**config.mk**
```make
export PLATFORM = sky130hd
export DESIGN_NAME = cover_eval_sched
export DESIGN_NICKNAME = d
export VERILOG_FILES = /design/src/rtl/cover_eval_sched.sv
export SDC_FILE = /design/constraint.sdc
export NUM_CORES = 2
export LEC_CHECK = 0
export BUFFER_PORTS_ARGS = -buffer_cell sky130_fd_sc_hd__buf_2
export CAP_MARGIN = 20
export CORE_MARGIN = 2
export CORE_UTILIZATION = 55
export DETAILED_ROUTE_END_ITERATION = 12
export GPL_TIMING_DRIVEN = 0
export PLACE_DENSITY = 0.77
export SYNTH_ARGS = -nofsm -noshare
export SYNTH_HDL_FRONTEND = slang
export SYNTH_SLANG_ARGS = --single-unit
```
**constraint.sdc**
```tcl
create_clock -name CLK -period 25 [get_ports CLK]
set_clock_uncertainty 0.1 [all_clocks]
set_input_delay 5 -clock CLK [delete_from_list [all_inputs] [get_ports CLK]]
set_output_delay 5 -clock CLK [all_outputs]
set_load 0.02 [all_outputs]
```
**src/rtl/cover_eval_sched.sv**
```systemverilog
// rtl/cover_eval_sched.sv - point buffer plus round-robin scheduled disc-coverage evaluator
//
// Buffers N_PTS 4-bit (x,y) points, then serves coverage requests from N_REQ
// search engines. Each accepted request scans every stored point against one
// candidate center, PAR points per cycle, and returns the hit mask together
// with popcount(hit | pre-covered mask).
//
// Ports:
//   CLK, RST           clock, asynchronous active-high reset
//   CLR                synchronous flush: drop buffer and any evaluation, reload
//   LD_VALID/LD_X/LD_Y point load stream, accepted only while loading
//   LOADED             buffer full, service enabled
//   REQ_VALID/READY    per-requester handshake, READY one-hot or zero
//   REQ_CX/CY/MASK     per-requester candidate center and pre-covered mask
//   RSP_VALID          one-cycle response strobe
//   RSP_ID/HIT/COUNT   response payload, held until the next response
module cover_eval_sched #(
    parameter int N_PTS = 40,
    parameter int PAR   = 5,
    parameter int N_REQ = 2,
    localparam int IDW  = (N_REQ > 1) ? $clog2(N_REQ) : 1,
    localparam int CW   = $clog2(N_PTS + 1)
) (
    input  logic                     CLK,
    input  logic                     RST,
    input  logic                     CLR,
    input  logic                     LD_VALID,
    input  logic [3:0]               LD_X,
    input  logic [3:0]               LD_Y,
    output logic                     LOADED,
    input  logic [N_REQ-1:0]         REQ_VALID,
    output logic [N_REQ-1:0]         REQ_READY,
    input  logic [4*N_REQ-1:0]       REQ_CX,
    input  logic [4*N_REQ-1:0]       REQ_CY,
    input  logic [N_PTS*N_REQ-1:0]   REQ_MASK,
    output logic                     RSP_VALID,
    output logic [IDW-1:0]           RSP_ID,
    output logic [N_PTS-1:0]         RSP_HIT,
    output logic [CW-1:0]            RSP_COUNT
);

    localparam int LCW = $clog2(N_PTS + 1);

    typedef enum logic [2:0] {
        LOAD = 3'd0,
        IDLE = 3'd1,
        SCAN = 3'd2,
        SUM  = 3'd3,
        RESP = 3'd4
    } state_t;

    state_t             state;
    state_t             state_nx;
    logic [LCW-1:0]     load_cnt;
    logic [7:0]         pts [N_PTS];
    logic [IDW-1:0]     rr_ptr;
    logic [IDW-1:0]     grant_id;
    logic               grant_any;
    logic               accept;
    logic [IDW-1:0]     cap_id;
    logic [3:0]         cap_cx;
    logic [3:0]         cap_cy;
    logic [N_PTS-1:0]   cap_mask;
    logic [N_PTS-1:0]   hit;
    logic [LCW-1:0]     scan_idx;
    logic [PAR-1:0]     in_blk;
    logic [CW-1:0]      popcnt;

    // Squared-distance test with no coordinate wrap: |0-15| is 15.
    function automatic logic in_disc(input logic [3:0] cx, input logic [3:0] cy,
                                     input logic [3:0] px, input logic [3:0] py);
        logic [9:0] dx;
        logic [9:0] dy;
        dx = (cx >= px) ? {6'd0, cx - px} : {6'd0, px - cx};
        dy = (cy >= py) ? {6'd0, cy - py} : {6'd0, py - cy};
        return (dx * dx + dy * dy) <= 10'd16;
    endfunction

    // Round-robin search starting at rr_ptr, wrapping once around.
    always_comb begin
        grant_any = 1'b0;
        grant_id  = '0;
        for (int k = 0; k < N_REQ; k++) begin
            if (!grant_any && REQ_VALID[(int'(rr_ptr) + k) % N_REQ]) begin
                grant_any = 1'b1;
                grant_id  = IDW'((int'(rr_ptr) + k) % N_REQ);
            end
        end
    end

    // CLR masks READY so a flush cycle can never look like an accept.
    assign accept = (state == IDLE) && !CLR && grant_any;

    always_comb begin
        REQ_READY = '0;
        if (accept) begin
            REQ_READY[grant_id] = 1'b1;
        end
    end

    always_comb begin
        state_nx = state;
        case (state)
            LOAD: if (LD_VALID && load_cnt == LCW'(N_PTS - 1)) state_nx = IDLE;
            IDLE: if (accept) state_nx = SCAN;
            SCAN: if (scan_idx == LCW'(N_PTS - PAR)) state_nx = SUM;
            SUM:  state_nx = RESP;
            RESP: state_nx = IDLE;
            default: state_nx = LOAD;
        endcase
        if (CLR) begin
            state_nx = LOAD;
        end
    end

    always_comb begin
        in_blk = '0;
        for (int j = 0; j < PAR; j++) begin
            in_blk[j] = in_disc(cap_cx, cap_cy,
                                pts[scan_idx + LCW'(j)][3:0],
                                pts[scan_idx + LCW'(j)][7:4]);
        end
    end

    always_comb begin
        popcnt = '0;
        for (int k = 0; k < N_PTS; k++) begin
            popcnt = popcnt + CW'(hit[k] | cap_mask[k]);
        end
    end

    // Point storage has no reset; its contents are only meaningful once LOADED.
    always_ff @(posedge CLK) begin
        if (!CLR && state == LOAD && LD_VALID) begin
            pts[load_cnt] <= {LD_Y, LD_X};
        end
    end

    always_ff @(posedge CLK or posedge RST) begin
        if (RST) begin
            state     <= LOAD;
            load_cnt  <= '0;
            rr_ptr    <= '0;
            LOADED    <= 1'b0;
            cap_id    <= '0;
            cap_cx    <= '0;
            cap_cy    <= '0;
            cap_mask  <= '0;
            hit       <= '0;
            scan_idx  <= '0;
            RSP_VALID <= 1'b0;
            RSP_ID    <= '0;
            RSP_HIT   <= '0;
            RSP_COUNT <= '0;
        end else begin
            state     <= state_nx;
            RSP_VALID <= 1'b0;
            if (CLR) begin
                load_cnt <= '0;
                LOADED   <= 1'b0;
            end else begin
                case (state)
                    LOAD: begin
                        if (LD_VALID) begin
                            load_cnt <= load_cnt + 1'b1;
                            if (load_cnt == LCW'(N_PTS - 1)) begin
                                LOADED <= 1'b1;
                            end
                        end
                    end
                    IDLE: begin
                        if (grant_any) begin
                            cap_id   <= grant_id;
                            cap_cx   <= REQ_CX[int'(grant_id) * 4 +: 4];
                            cap_cy   <= REQ_CY[int'(grant_id) * 4 +: 4];
                            cap_mask <= REQ_MASK[int'(grant_id) * N_PTS +: N_PTS];
                            rr_ptr   <= (grant_id == IDW'(N_REQ - 1)) ? '0 : grant_id + 1'b1;
                            hit      <= '0;
                            scan_idx <= '0;
                        end
                    end
                    SCAN: begin
                        hit[scan_idx +: PAR] <= in_blk;
                        scan_idx             <= scan_idx + LCW'(PAR);
                    end
                    SUM: begin
                        // Response registers load here so they hold after the strobe.
                        RSP_VALID <= 1'b1;
                        RSP_ID    <= cap_id;
                        RSP_HIT   <= hit;
                        RSP_COUNT <= popcnt;
                    end
                    default: ;
                endcase
            end
        end
    end

endmodule
```
==> summary.md <==
| Metric | Value |
|---|---|
| Port-buffer cells | `160` |
| Die area | `0.0664 mm²` |
| Cell taking the most area after synthesis | `edfxtp_1` |
| Register clock-pin slew on the reported worst setup and hold paths | `roughly 0.06 ns` |
| Clk sinks | `roughly 470` |
| CTS buffer count | `~50` |
| Maximum vdd ir drop | `329 µV` |
| Max-cap violations | `0` |
| Row count | `92` |
| Htree depth | `2` |
| DR iter-0 viols | `roughly 4600` |
| Slowest stage cell on the critical path | `nor3_1` |
| Critical path buffers and inverters | `10` |
| Skew-Pair Late Insertion Delay | `about 0.64 ns` |
| WS Path Type | `reg -> reg` |
| Setup_tns | `0 ns` |
| Die width | `about 260 µm` |
| Status | `finished clean` |
| Final HPWL DP | `between 90 and 100 mm` |
| Hold Buf Count CTS | `0` |
| Net count, final | `~3400` |
| Layout Utilization | `between 60% and 70%` |
| Startpoint types | `flip-flop` |
| Area growth from synthesis to final layout | `11.2%` |
| First-pass GRT wire length | `between 150 and 200 mm` |
| Synth Flop Type | `edfxtp_1` |
| Placeable Area | `between 0.06 and 0.07 mm²` |
| Grt ovf | `0` |
| Vias | `around 28000` |
| I/O pins | `161` |
| Final hold vios | `0` |
| Cell mode on critical path | `fa_1` |
| Max-slew violation count | `0` |
| Max Fclk | `around 77 MHz` |
| Fill count | `about 4700` |
| Post-synth EDFFs | `320` |
| CP max stage delay | `0.96 ns` |
| DRT Pass-1 Iters | `8` |
| Height of the die | `around 260 µm` |
| Largest net degree at the start of global routing | `96` |
| CP max FO | `13` |
| Largest cells by area after synthesis | `edfxtp_1 27%, mux4_2 24%, dfrtp_1 11%, ha_1 6.3%, fa_1 6.0%` |
| Gate Count Post-Synth | `2736` |
| Synth Cell Area | `roughly 0.035 mm²` |
| YS warnings | `0` |
| Cts repair resizes | `0` |
| Commonest non-fill, non-tap cell in the layout | `mux4_2` |
| DRC | `0` |
| Relative slew slack | `between 10% and 20%` |
| Share of layout cells above drive strength 1 | `26.6%` |
| Number of global-route vias before repair | `about 28000` |
| Final min period | `13.04 ns` |
| Post-route cell area | `between 0.03 and 0.04 mm²` |
| CP required | `approximately 25 ns` |
| Most frequent cells in the layout | `383 x mux4_2, 320 x edfxtp_1, 248 x nand2_1, 202 x buf_2, 200 x inv_1` |
| Pwr Total | `~6100 µW` |
| Worst hold path type | `reg -> reg` |
| Post-CTS Repair Setup Buffers | `0` |
| RSZ-0062 raised after global routing | `false` |
| CP arrival | `around 13 ns` |
| Clock root buffer | `clkbuf_16` |
| Ys async rst share | `approximately a third` |
| Yosys top cell area share | `between 20% and 30%` |
| Mean Syn Cell Area | `between 10 and 15 µm²` |
| Worst setup EP type | `flip-flop` |
| Seq cells post-synth | `about 470` |
| Vias per inst | `just over 7` |
| CP delay by family, top | `buffers and inverters` |
| Routed Antenna Nets | `0` |
| PwrDens | `154 mW/mm²` |
| Mapped Nets | `3129` |
| Synth unique cells | `76` |
| GRT Overall Usage | `37.8%` |
| CTS max path bufs | `3` |
| Leak | `between 0.015 and 0.02 µW` |
| Initial core utilization | `around 56%` |
| WL per Instance | `32.4 µm` |
| Initial antenna violation count | `9` |
| Total routed wirelength | `between 100 and 150 mm` |
| Placed Area | `about 0.038 mm²` |
| GPL Wtd Cong | `1.12` |
| TritonCTS clock tree | `done` |
| Worst Max-Slew Pin Slew | `between 1 and 1.5 ns` |
| Sequential share of the synthesized area | `a little under two fifths` |
| Final Setup Violations | `0` |
| Fin crit share | `~52%` |
-- metrics by stage --
stage | hold slack (ns) | setup WS (ns) | std cells
2_1_floorplan | 0.339 | 13.54 | 2736
3_3_place_gp | 0.354 | 12.79 | 3742
3_5_place_dp | 0.358 | 12.53 | 3763
4_1_cts | 0.373 | 12.47 | 3858
5_1_grt | 0.393 | 11.97 | 3869
6_report | 0.369 | 11.96 | 3874
-- logic make-up after synthesis --
family / Yosys count / synth area share [%]
mux: 509 / 28.0
simple gates: 617 / 7.91
xor+xnor: 57 / 1.43
fa+ha+maj: 283 / 12.3
flops: 474 / 38.0
compound gates: 424 / 7.84
buf+inv: 372 / 4.48
-- synth_stat cells, types with 12 or more instances --
cell,n
a21oi_1,89
edfxtp_1,320
dfrtp_1,154
buf_4,18
o31ai_1,13
mux2i_1,97
inv_1,201
a211oi_1,18
mux4_2,383
buf_2,42
xor2_1,30
nor3_1,21
or2_2,34
o21ai_0,90
nand2_1,248
mux2_2,29
nor2b_1,19
nor2_1,180
nand2b_1,12
a22oi_1,53
a21o_1,59
buf_1,13
o211ai_1,20
xnor2_1,26
ha_1,177
nand3_1,38
clkbuf_1,84
fa_1,106
-- state kept, by name, indices dropped and copies added (netlist names), 3 cells and up --
| signal | count |
|---|---|
| RSP_HIT | 40 |
| RSP_COUNT | 6 |
| pts | 320 |
| cap_cy | 4 |
| load_cnt | 6 |
| scan_idx | 6 |
| cap_cx | 4 |
| hit | 40 |
| state | 3 |
| cap_mask | 40 |
-- power breakdown --
part	switching (µW)	internal, µW
logic	2620	1780
clock network	334	451
registers	10.9	847
total	2970	3080
-- tightest hold or removal path: stages, from the launching register on --
cell,delay [ns]
dfrtp_1,0.34
nand2_1,0.05
nand2_1,0.05
-- metal layers --
metal  wire length (µm)  global-route usage [%]  vias up
li1                   -                       -    11000
met1              40800                    45.4    13800
met2              56500                    58.2     2431
met3              17600                    13.3      605
met4              10400                    24.4        8
met5                 91                   0.499        -
-- final timing paths --
check	cells past startpoint	start	slack, ns	to
min in group asynchronous	2	RST	4.36	RSP_COUNT[3]
setup reg to reg	35	scan_idx[2]	11.96	hit[39]
setup / recovery	35	scan_idx[2]	11.96	hit[39]
hold / removal	2	RSP_HIT[11]	0.37	RSP_HIT[11]
max in group asynchronous	3	RST	19.57	scan_idx[4]
hold reg to reg	2	RSP_HIT[11]	0.37	RSP_HIT[11]
-- final cells by class --
| class | instances | area [µm²] | share of cell area, % |
|---|---|---|---|
| multi-input cells | 1890 | 20400 | 51.7 |
| flip-flops and latches | 474 | 13500 | 34.2 |
| clock buffers | 66 | 1410 | 3.57 |
| repair buffers | 192 | 1150 | 2.94 |
| well taps | 846 | 1060 | 2.69 |
| plain buffers | 166 | 811 | 2.06 |
| inverters | 206 | 778 | 1.98 |
| clock inverters | 29 | 308 | 0.782 |
| diodes | 5 | 12.5 | 0.0318 |
No activity file was read; power rests on OpenSTA's default activity.
